## config.mk

```make
export PLATFORM = sky130hd
export DESIGN_NAME = mips_multi_ctrl
export DESIGN_NICKNAME = d
export VERILOG_FILES = /design/src/rtl/mips_multi_pkg.sv /design/src/rtl/mips_multi_ctrl.sv
export SDC_FILE = /design/constraint.sdc
export NUM_CORES = 1
export LEC_CHECK = 0
export ABC_AREA = 1
export BUFFER_PORTS_ARGS = -buffer_cell sky130_fd_sc_hd__buf_2
export CAP_MARGIN = 20
export CORE_UTILIZATION = 44
export CTS_CLUSTER_SIZE = 30
export DETAILED_ROUTE_END_ITERATION = 10
export PLACE_DENSITY = 0.75
export SLEW_MARGIN = 10
export SYNTH_ARGS = -nofsm -noshare
export SYNTH_HDL_FRONTEND = slang
export SYNTH_SLANG_ARGS = --single-unit
```

## constraint.sdc

```tcl
create_clock -name clk -period 1.2 [get_ports clk]
set_input_delay 0.06 -clock clk [delete_from_list [all_inputs] [get_ports clk]]
set_output_delay 0.06 -clock clk [all_outputs]
set_load 0.005 [all_outputs]
```

## src/rtl/mips_multi_pkg.sv

```systemverilog
// Shared types and encodings for the multicycle MIPS control FSM.
// State encodings are fixed because state_o exposes them for debug.
package mips_multi_pkg;

    typedef enum logic [3:0] {
        S_FETCH   = 4'd0,
        S_DECODE  = 4'd1,
        S_MEMADR  = 4'd2,
        S_MEMRD   = 4'd3,
        S_MEMWB   = 4'd4,
        S_MEMWR   = 4'd5,
        S_RTYPEEX = 4'd6,
        S_RTYPEWB = 4'd7,
        S_BRANCH  = 4'd8,
        S_ADDIEX  = 4'd9,
        S_ADDIWB  = 4'd10,
        S_JUMP    = 4'd11
    } state_t;

    localparam logic [5:0] OP_R    = 6'b000000;
    localparam logic [5:0] OP_LW   = 6'b100011;
    localparam logic [5:0] OP_SW   = 6'b101011;
    localparam logic [5:0] OP_BEQ  = 6'b000100;
    localparam logic [5:0] OP_BNE  = 6'b000101;
    localparam logic [5:0] OP_ADDI = 6'b001000;
    localparam logic [5:0] OP_J    = 6'b000010;

    localparam logic [1:0] ALU_ADD   = 2'b00;
    localparam logic [1:0] ALU_SUB   = 2'b01;
    localparam logic [1:0] ALU_FUNCT = 2'b10;

    localparam logic [1:0] SRCB_B      = 2'b00;
    localparam logic [1:0] SRCB_FOUR   = 2'b01;
    localparam logic [1:0] SRCB_IMM    = 2'b10;
    localparam logic [1:0] SRCB_IMM_SH = 2'b11;

    localparam logic [1:0] PCSRC_ALU    = 2'b00;
    localparam logic [1:0] PCSRC_ALUOUT = 2'b01;
    localparam logic [1:0] PCSRC_JUMP   = 2'b10;

    typedef struct packed {
        logic       mem_req;
        logic       i_or_d;
        logic       alusrc_a;
        logic [1:0] alusrc_b;
        logic [1:0] alu_op;
        logic [1:0] pc_src;
        logic       ir_write;
        logic       pc_write;
        logic       mem_write;
        logic       reg_write;
        logic       branch;
        logic       branch_ne;
        logic       reg_dst;
        logic       mem_to_reg;
    } ctrl_t;

    // States that talk to memory and therefore wait on the handshake.
    function automatic logic is_mem_state(input state_t s);
        logic r;
        case (s)
            S_FETCH, S_MEMRD, S_MEMWR: r = 1'b1;
            default:                   r = 1'b0;
        endcase
        return r;
    endfunction

endpackage

```

## src/rtl/mips_multi_ctrl.sv

```systemverilog
// Moore control FSM for the multicycle MIPS datapath, with a variable-latency
// memory handshake and a bounded wait-state timeout that sets a sticky bus_err.
module mips_multi_ctrl
    import mips_multi_pkg::*;
#(
    parameter int OP_W        = 6,
    parameter int MEM_WAIT_EN = 1,
    parameter int WAIT_MAX    = 15,
    parameter int BNE_EN      = 1
) (
    input  logic            clk,
    input  logic            reset,
    input  logic [OP_W-1:0] op,
    input  logic            mem_ready,
    output logic            mem_req,
    output logic            i_or_d,
    output logic            alusrc_a,
    output logic [1:0]      alusrc_b,
    output logic [1:0]      alu_op,
    output logic [1:0]      pc_src,
    output logic            ir_write,
    output logic            pc_write,
    output logic            mem_write,
    output logic            reg_write,
    output logic            branch,
    output logic            branch_ne,
    output logic            reg_dst,
    output logic            mem_to_reg,
    output logic            illegal_op,
    output logic            bus_err,
    output logic [3:0]      state_o
);

    localparam logic [OP_W-1:0] OPC_R    = OP_W'(OP_R);
    localparam logic [OP_W-1:0] OPC_LW   = OP_W'(OP_LW);
    localparam logic [OP_W-1:0] OPC_SW   = OP_W'(OP_SW);
    localparam logic [OP_W-1:0] OPC_BEQ  = OP_W'(OP_BEQ);
    localparam logic [OP_W-1:0] OPC_BNE  = OP_W'(OP_BNE);
    localparam logic [OP_W-1:0] OPC_ADDI = OP_W'(OP_ADDI);
    localparam logic [OP_W-1:0] OPC_J    = OP_W'(OP_J);
    localparam logic [7:0]      WAIT_LIM = 8'(WAIT_MAX);
    localparam logic            WAIT_ON  = (MEM_WAIT_EN != 0);
    localparam logic            BNE_ON   = (BNE_EN != 0);

    state_t     state_r;
    state_t     state_next_s;
    logic [7:0] wait_cnt_r;
    logic [7:0] wait_cnt_next_s;
    logic       bus_err_r;
    logic       rdy_s;
    logic       stall_s;
    logic       timeout_s;
    logic       illegal_s;
    ctrl_t      ctl_s;
    ctrl_t      ctl_out_s;

    // Single-cycle memory builds treat every access as complete.
    assign rdy_s     = WAIT_ON ? mem_ready : 1'b1;
    assign stall_s   = WAIT_ON & is_mem_state(state_r) & ~rdy_s;
    assign timeout_s = stall_s & (wait_cnt_r == WAIT_LIM);

    // State, wait counter and sticky bus error.
    always_ff @(posedge clk) begin
        if (reset) begin
            state_r    <= S_FETCH;
            wait_cnt_r <= 8'd0;
            bus_err_r  <= 1'b0;
        end else begin
            state_r    <= state_next_s;
            wait_cnt_r <= wait_cnt_next_s;
            bus_err_r  <= bus_err_r | timeout_s;
        end
    end

    // Wait counter restarts whenever a memory state is (re-)entered.
    always_comb begin
        wait_cnt_next_s = 8'd0;
        if (stall_s && !timeout_s) begin
            wait_cnt_next_s = wait_cnt_r + 8'd1;
        end else begin
            wait_cnt_next_s = 8'd0;
        end
    end

    // Next-state logic and opcode decode.
    always_comb begin
        state_next_s = state_r;
        illegal_s    = 1'b0;
        case (state_r)
            S_FETCH: begin
                if (rdy_s) state_next_s = S_DECODE;
                else       state_next_s = S_FETCH;
            end
            S_DECODE: begin
                if (op == OPC_LW || op == OPC_SW) begin
                    state_next_s = S_MEMADR;
                end else if (op == OPC_R) begin
                    state_next_s = S_RTYPEEX;
                end else if (op == OPC_BEQ || (BNE_ON && op == OPC_BNE)) begin
                    state_next_s = S_BRANCH;
                end else if (op == OPC_ADDI) begin
                    state_next_s = S_ADDIEX;
                end else if (op == OPC_J) begin
                    state_next_s = S_JUMP;
                end else begin
                    illegal_s    = 1'b1;
                    state_next_s = S_FETCH;
                end
            end
            S_MEMADR: begin
                if (op == OPC_SW) state_next_s = S_MEMWR;
                else              state_next_s = S_MEMRD;
            end
            S_MEMRD: begin
                if (rdy_s)          state_next_s = S_MEMWB;
                else if (timeout_s) state_next_s = S_FETCH;
                else                state_next_s = S_MEMRD;
            end
            S_MEMWB:   state_next_s = S_FETCH;
            S_MEMWR: begin
                if (rdy_s || timeout_s) state_next_s = S_FETCH;
                else                    state_next_s = S_MEMWR;
            end
            S_RTYPEEX: state_next_s = S_RTYPEWB;
            S_RTYPEWB: state_next_s = S_FETCH;
            S_BRANCH:  state_next_s = S_FETCH;
            S_ADDIEX:  state_next_s = S_ADDIWB;
            S_ADDIWB:  state_next_s = S_FETCH;
            S_JUMP:    state_next_s = S_FETCH;
            default:   state_next_s = S_FETCH;
        endcase
    end

    // Moore output decode; fields not set in a state stay 0.
    always_comb begin
        ctl_s = '0;
        case (state_r)
            S_FETCH: begin
                ctl_s.mem_req  = 1'b1;
                ctl_s.alusrc_b = SRCB_FOUR;
                ctl_s.alu_op   = ALU_ADD;
                ctl_s.pc_src   = PCSRC_ALU;
                ctl_s.ir_write = rdy_s & ~timeout_s;
                ctl_s.pc_write = rdy_s & ~timeout_s;
            end
            S_DECODE: begin
                ctl_s.alusrc_b = SRCB_IMM_SH;
                ctl_s.alu_op   = ALU_ADD;
            end
            S_MEMADR, S_ADDIEX: begin
                ctl_s.alusrc_a = 1'b1;
                ctl_s.alusrc_b = SRCB_IMM;
                ctl_s.alu_op   = ALU_ADD;
            end
            S_MEMRD: begin
                ctl_s.mem_req = 1'b1;
                ctl_s.i_or_d  = 1'b1;
            end
            S_MEMWB: begin
                ctl_s.mem_to_reg = 1'b1;
                ctl_s.reg_write  = 1'b1;
            end
            S_MEMWR: begin
                ctl_s.mem_req   = 1'b1;
                ctl_s.i_or_d    = 1'b1;
                ctl_s.mem_write = 1'b1;
            end
            S_RTYPEEX: begin
                ctl_s.alusrc_a = 1'b1;
                ctl_s.alusrc_b = SRCB_B;
                ctl_s.alu_op   = ALU_FUNCT;
            end
            S_RTYPEWB: begin
                ctl_s.reg_dst   = 1'b1;
                ctl_s.reg_write = 1'b1;
            end
            S_BRANCH: begin
                ctl_s.alusrc_a  = 1'b1;
                ctl_s.alusrc_b  = SRCB_B;
                ctl_s.alu_op    = ALU_SUB;
                ctl_s.pc_src    = PCSRC_ALUOUT;
                ctl_s.branch    = 1'b1;
                ctl_s.branch_ne = (op == OPC_BNE);
            end
            S_ADDIWB:  ctl_s.reg_write = 1'b1;
            S_JUMP: begin
                ctl_s.pc_src   = PCSRC_JUMP;
                ctl_s.pc_write = 1'b1;
            end
            default: ctl_s = '0;
        endcase
    end

    // Reset holds every enable low regardless of the current state.
    always_comb begin
        ctl_out_s = ctl_s;
        if (reset) begin
            ctl_out_s.mem_req   = 1'b0;
            ctl_out_s.ir_write  = 1'b0;
            ctl_out_s.pc_write  = 1'b0;
            ctl_out_s.mem_write = 1'b0;
            ctl_out_s.reg_write = 1'b0;
            ctl_out_s.branch    = 1'b0;
        end else begin
            ctl_out_s = ctl_s;
        end
    end

    assign mem_req    = ctl_out_s.mem_req;
    assign i_or_d     = ctl_out_s.i_or_d;
    assign alusrc_a   = ctl_out_s.alusrc_a;
    assign alusrc_b   = ctl_out_s.alusrc_b;
    assign alu_op     = ctl_out_s.alu_op;
    assign pc_src     = ctl_out_s.pc_src;
    assign ir_write   = ctl_out_s.ir_write;
    assign pc_write   = ctl_out_s.pc_write;
    assign mem_write  = ctl_out_s.mem_write;
    assign reg_write  = ctl_out_s.reg_write;
    assign branch     = ctl_out_s.branch;
    assign branch_ne  = ctl_out_s.branch_ne;
    assign reg_dst    = ctl_out_s.reg_dst;
    assign mem_to_reg = ctl_out_s.mem_to_reg;
    assign illegal_op = illegal_s;
    assign bus_err    = bus_err_r;
    assign state_o    = state_r;

endmodule

```

==> out/results.ini <==
[yosys]
synth_warnings = 0
async_reset_ff_share_pct = 0
synthTopCellsByArea = dfxtp_1 (29%), nor2_1 (15%), nand2_1 (12%)
synthFlopType = dfxtp_1
syn-num-nets = 163
yosysUniqueCellTypes = 27
syn_area_per_cell_um2 = 5.962
ys_ff_latch = 13
synth_top_area_share_pct = 28.53
netlist_instances = 153
synth_top_cell_by_area = dfxtp_1
synth_most_common_cell = nor2_1
syn_area_um2 = 912.1
synth_edf_count = 0
synthTopCellsByCount = nor2_1 (36), nand2_1 (30), inv_1 (19)
yosysSeqAreaShare_pct = 28.53

[sta]
hold_violations = 0
tightest_slew_ps = 330.5
setup_viol = 30
fin_skew_ps = 2.755
slew_headroom_pct = 77.81
fmax_ghz = 0.6680
slew_viol_final = 0
fin_crit_ps = 1497
rsz0062_at_grt = true
fin_ws_ps = -297.0
finalCritPeriodShare_pct = 124.8

[die]
core_um2 = 1962
row_count = 16
die_y_um = 47.53
ios = 32
dieWidth_um = 47.53
floorplan.initialDensity_pct = 46.49
die_area_um2 = 2259

[power_and_ir_drop]
p_switching_uw = 321.4
p_int_uw = 664.8
power_density_nw_per_um2 = 592.2
p_leak_uw = 0.0008365
sequentialPowerShare_pct = 45.3
power_uw = 986.2
netSwitchingFraction_pct = 32.59
vdd_ir_drop_max_v = 0.0005118
combPwrFrac_pct = 25.5
clkPwrFrac_pct = 29.2

[place]
place_ws_ps = -78.28
dp_cells = 221
dpl.hpwl_mm = 1.903
gp_congestion = 0.8449
numPortBuffers = 31

[finish]
post-route-util_pct = 84.89
fin_cells = 242
drive_gt1_share_pct = 60.47
diodes = 0
syn_to_final_growth_pct = 82.58
nets = 226

[route]
num_vias = 1419
drt_iter0_drc = 115
via_per_inst = 5.864
drtPass1Iterations = 5
drc = 0
drt-total-wl_mm = 4.315
final_antenna_net_count = 0
wl_per_cell_um = 17.83

[clock_tree]
cts_buffers = 3
clock_latency_ps = 290
hold_buffers = 0
cts.htree.levels = 1
root_buffer = clkbuf_4
cts_tree = built
clk_pin_slew_ps = 80
cts_buffer_depth = 2
clock-sinks = 13

[worst_setup_path]
r2r-end = state_o[0]$_SDFF_PP0_
slowest_delay_ps = 410
r2r_setup_slack_ps = -220
critPathLaunchType = flip-flop
arrival_ps = 1440
path_class = reg2out
endpoint_kind = primary output
crit_chain = nor2_4, nand3_2, o21ai_0, buf_2
reg2reg_depth = 8
cp_max_fo = 6
path_delay_family = flip-flops
cp.required_ps = 1140
crit_slowest_cell = dfxtp_4
worst-path-buf-inv = 1
reg2reg_from = state_o[3]$_SDFF_PP0_

[grt]
grt_max_degree = 9
antenna_found_initial = 0
grt_pass1_wl_mm = 4.919
grt_pass1_vias = 1146
globalRouteTotalUtil_pct = 30.91
grt_overflow = 0

[job]
maxCapViolCount = 0

[worst_hold_path]
hp-start = reset
hold_class = in2reg
hold-path-cell-count = 2
min_to = state_o[3]$_SDFF_PP0_

[outcome]
status = complete, but fails checks
violations = negative setup slack

==> final cells by class <==
cell class,count,area (um2)
clock inverters,1,5.005
flip-flops and latches,13,277.8
multi-input cells,114,797.0
inverters,25,116.4
clock buffers,3,22.52
fillers,107,296.5
repair buffers,59,412.9
well taps,27,33.78
==> state kept, by name, summed over array words and instances (netlist names) <==
| signal | cells |
|---|---|
| bus_err | 1 |
| wait_cnt_r | 8 |
| state_o | 4 |
==> routing by layer <==
metal | global-route usage (%) | share of wire (%) | wire (um) | vias up
li1 | - | - | - | 604
met1 | 33.33 | 37 | 1605 | 631
met2 | 56.16 | 47 | 2009 | 138
met3 | 10.19 | 9.4 | 404 | 46
met4 | 11.11 | 6.9 | 296 | 0
met5 | 0 | 0 | 0 | -
==> how the worst max path moves through the flow <==
stage / startpoint / end / slack, ps / cells past startpoint
floorplan: wait_cnt_r[0]$_SDFF_PP0_ / state_o[0]$_SDFF_PP0_ / 20 / 10
CTS: state_o[0]$_SDFF_PP0_ / branch_ne / -150 / 6
global placement: state_o[3]$_SDFF_PP0_ / bus_err$_SDFF_PP0_ / -30 / 6
detailed placement: state_o[3]$_SDFF_PP0_ / branch_ne / -80 / 5
global route: state_o[1]$_SDFF_PP0_ / pc_write / -410 / 6
finish: state_o[3]$_SDFF_PP0_ / pc_write / -300 / 4
==> power by group through the flow <==
| stage | Sequential (uW) | Clock [uW] | Combinational [uW] |
|---|---|---|---|
| global route | 447 | 307 | 272 |
| detailed placement | 457 | 0 | 145 |
| global placement | 455 | 0 | 140 |
| finish | 447 | 288 | 251 |
| CTS | 446 | 276 | 199 |
| floorplan | 455 | 0 | 83.2 |
==> cell families (layout without fill, tap and decap cells) <==
group,count (synthesis),count (layout),share of synthesized area (%)
and+or+nand+nor,98,98,48.42
buffers and inverters,26,88,10.84
AOI/OAI and AO/OA,13,13,8.917
DFF,13,13,28.53
xor gates and xnor gates,2,2,1.921
adders and majority gates,1,1,1.372
==> stage by stage <==
stage | hold slack [ps] | area [um2] | TNS (ps)
2_1_floorplan | 239.4 | 914.6 | 0
3_3_place_gp | 325.4 | 1182 | -215.0
3_5_place_dp | 332.3 | 1182 | -772.9
4_1_cts | 16.49 | 1510 | -1546
5_1_grt | 74.57 | 1665 | -6475
6_report | 44.28 | 1665 | -4418
==> cells in the final DEF (no fill, tap or decap), types with 2 or more instances in the layout <==
cell type / n
buf_2: 27
nor2_1: 22
buf_4: 22
nand2_1: 17
inv_1: 14
nor2_4: 12
nand3_1: 12
buf_6: 10
nand2_2: 9
nand2_4: 7
nor2_2: 7
dfxtp_1: 7
inv_2: 5
dfxtp_4: 4
inv_4: 3
nand3_2: 3
a21oi_1: 3
clkbuf_4: 3
clkinv_4: 2
nor3_2: 2
o22ai_2: 2
o21ai_0: 2
nand4_1: 2
a21oi_2: 2
dfxtp_2: 2
==> worst register-to-register path: cells and delay by family (launching register included) <==
family	cells	cell delay, ps
AOI/OAI and AO/OA	1	110
DFF	1	410
and+or+nand+nor	4	510
buffers and inverters	3	330
==> what timing repair did <==
| item | 4_1_cts | 5_1_grt |
|---|---|---|
| endpoints found under the setup margin | 30 | 31 |
| endpoints found under the hold margin | 0 | 0 |
| resized for setup | 61 | 32 |
| setup buffers | 13 | 4 |
| pin swaps | 15 | 13 |
(Power assumes the default switching activity.)
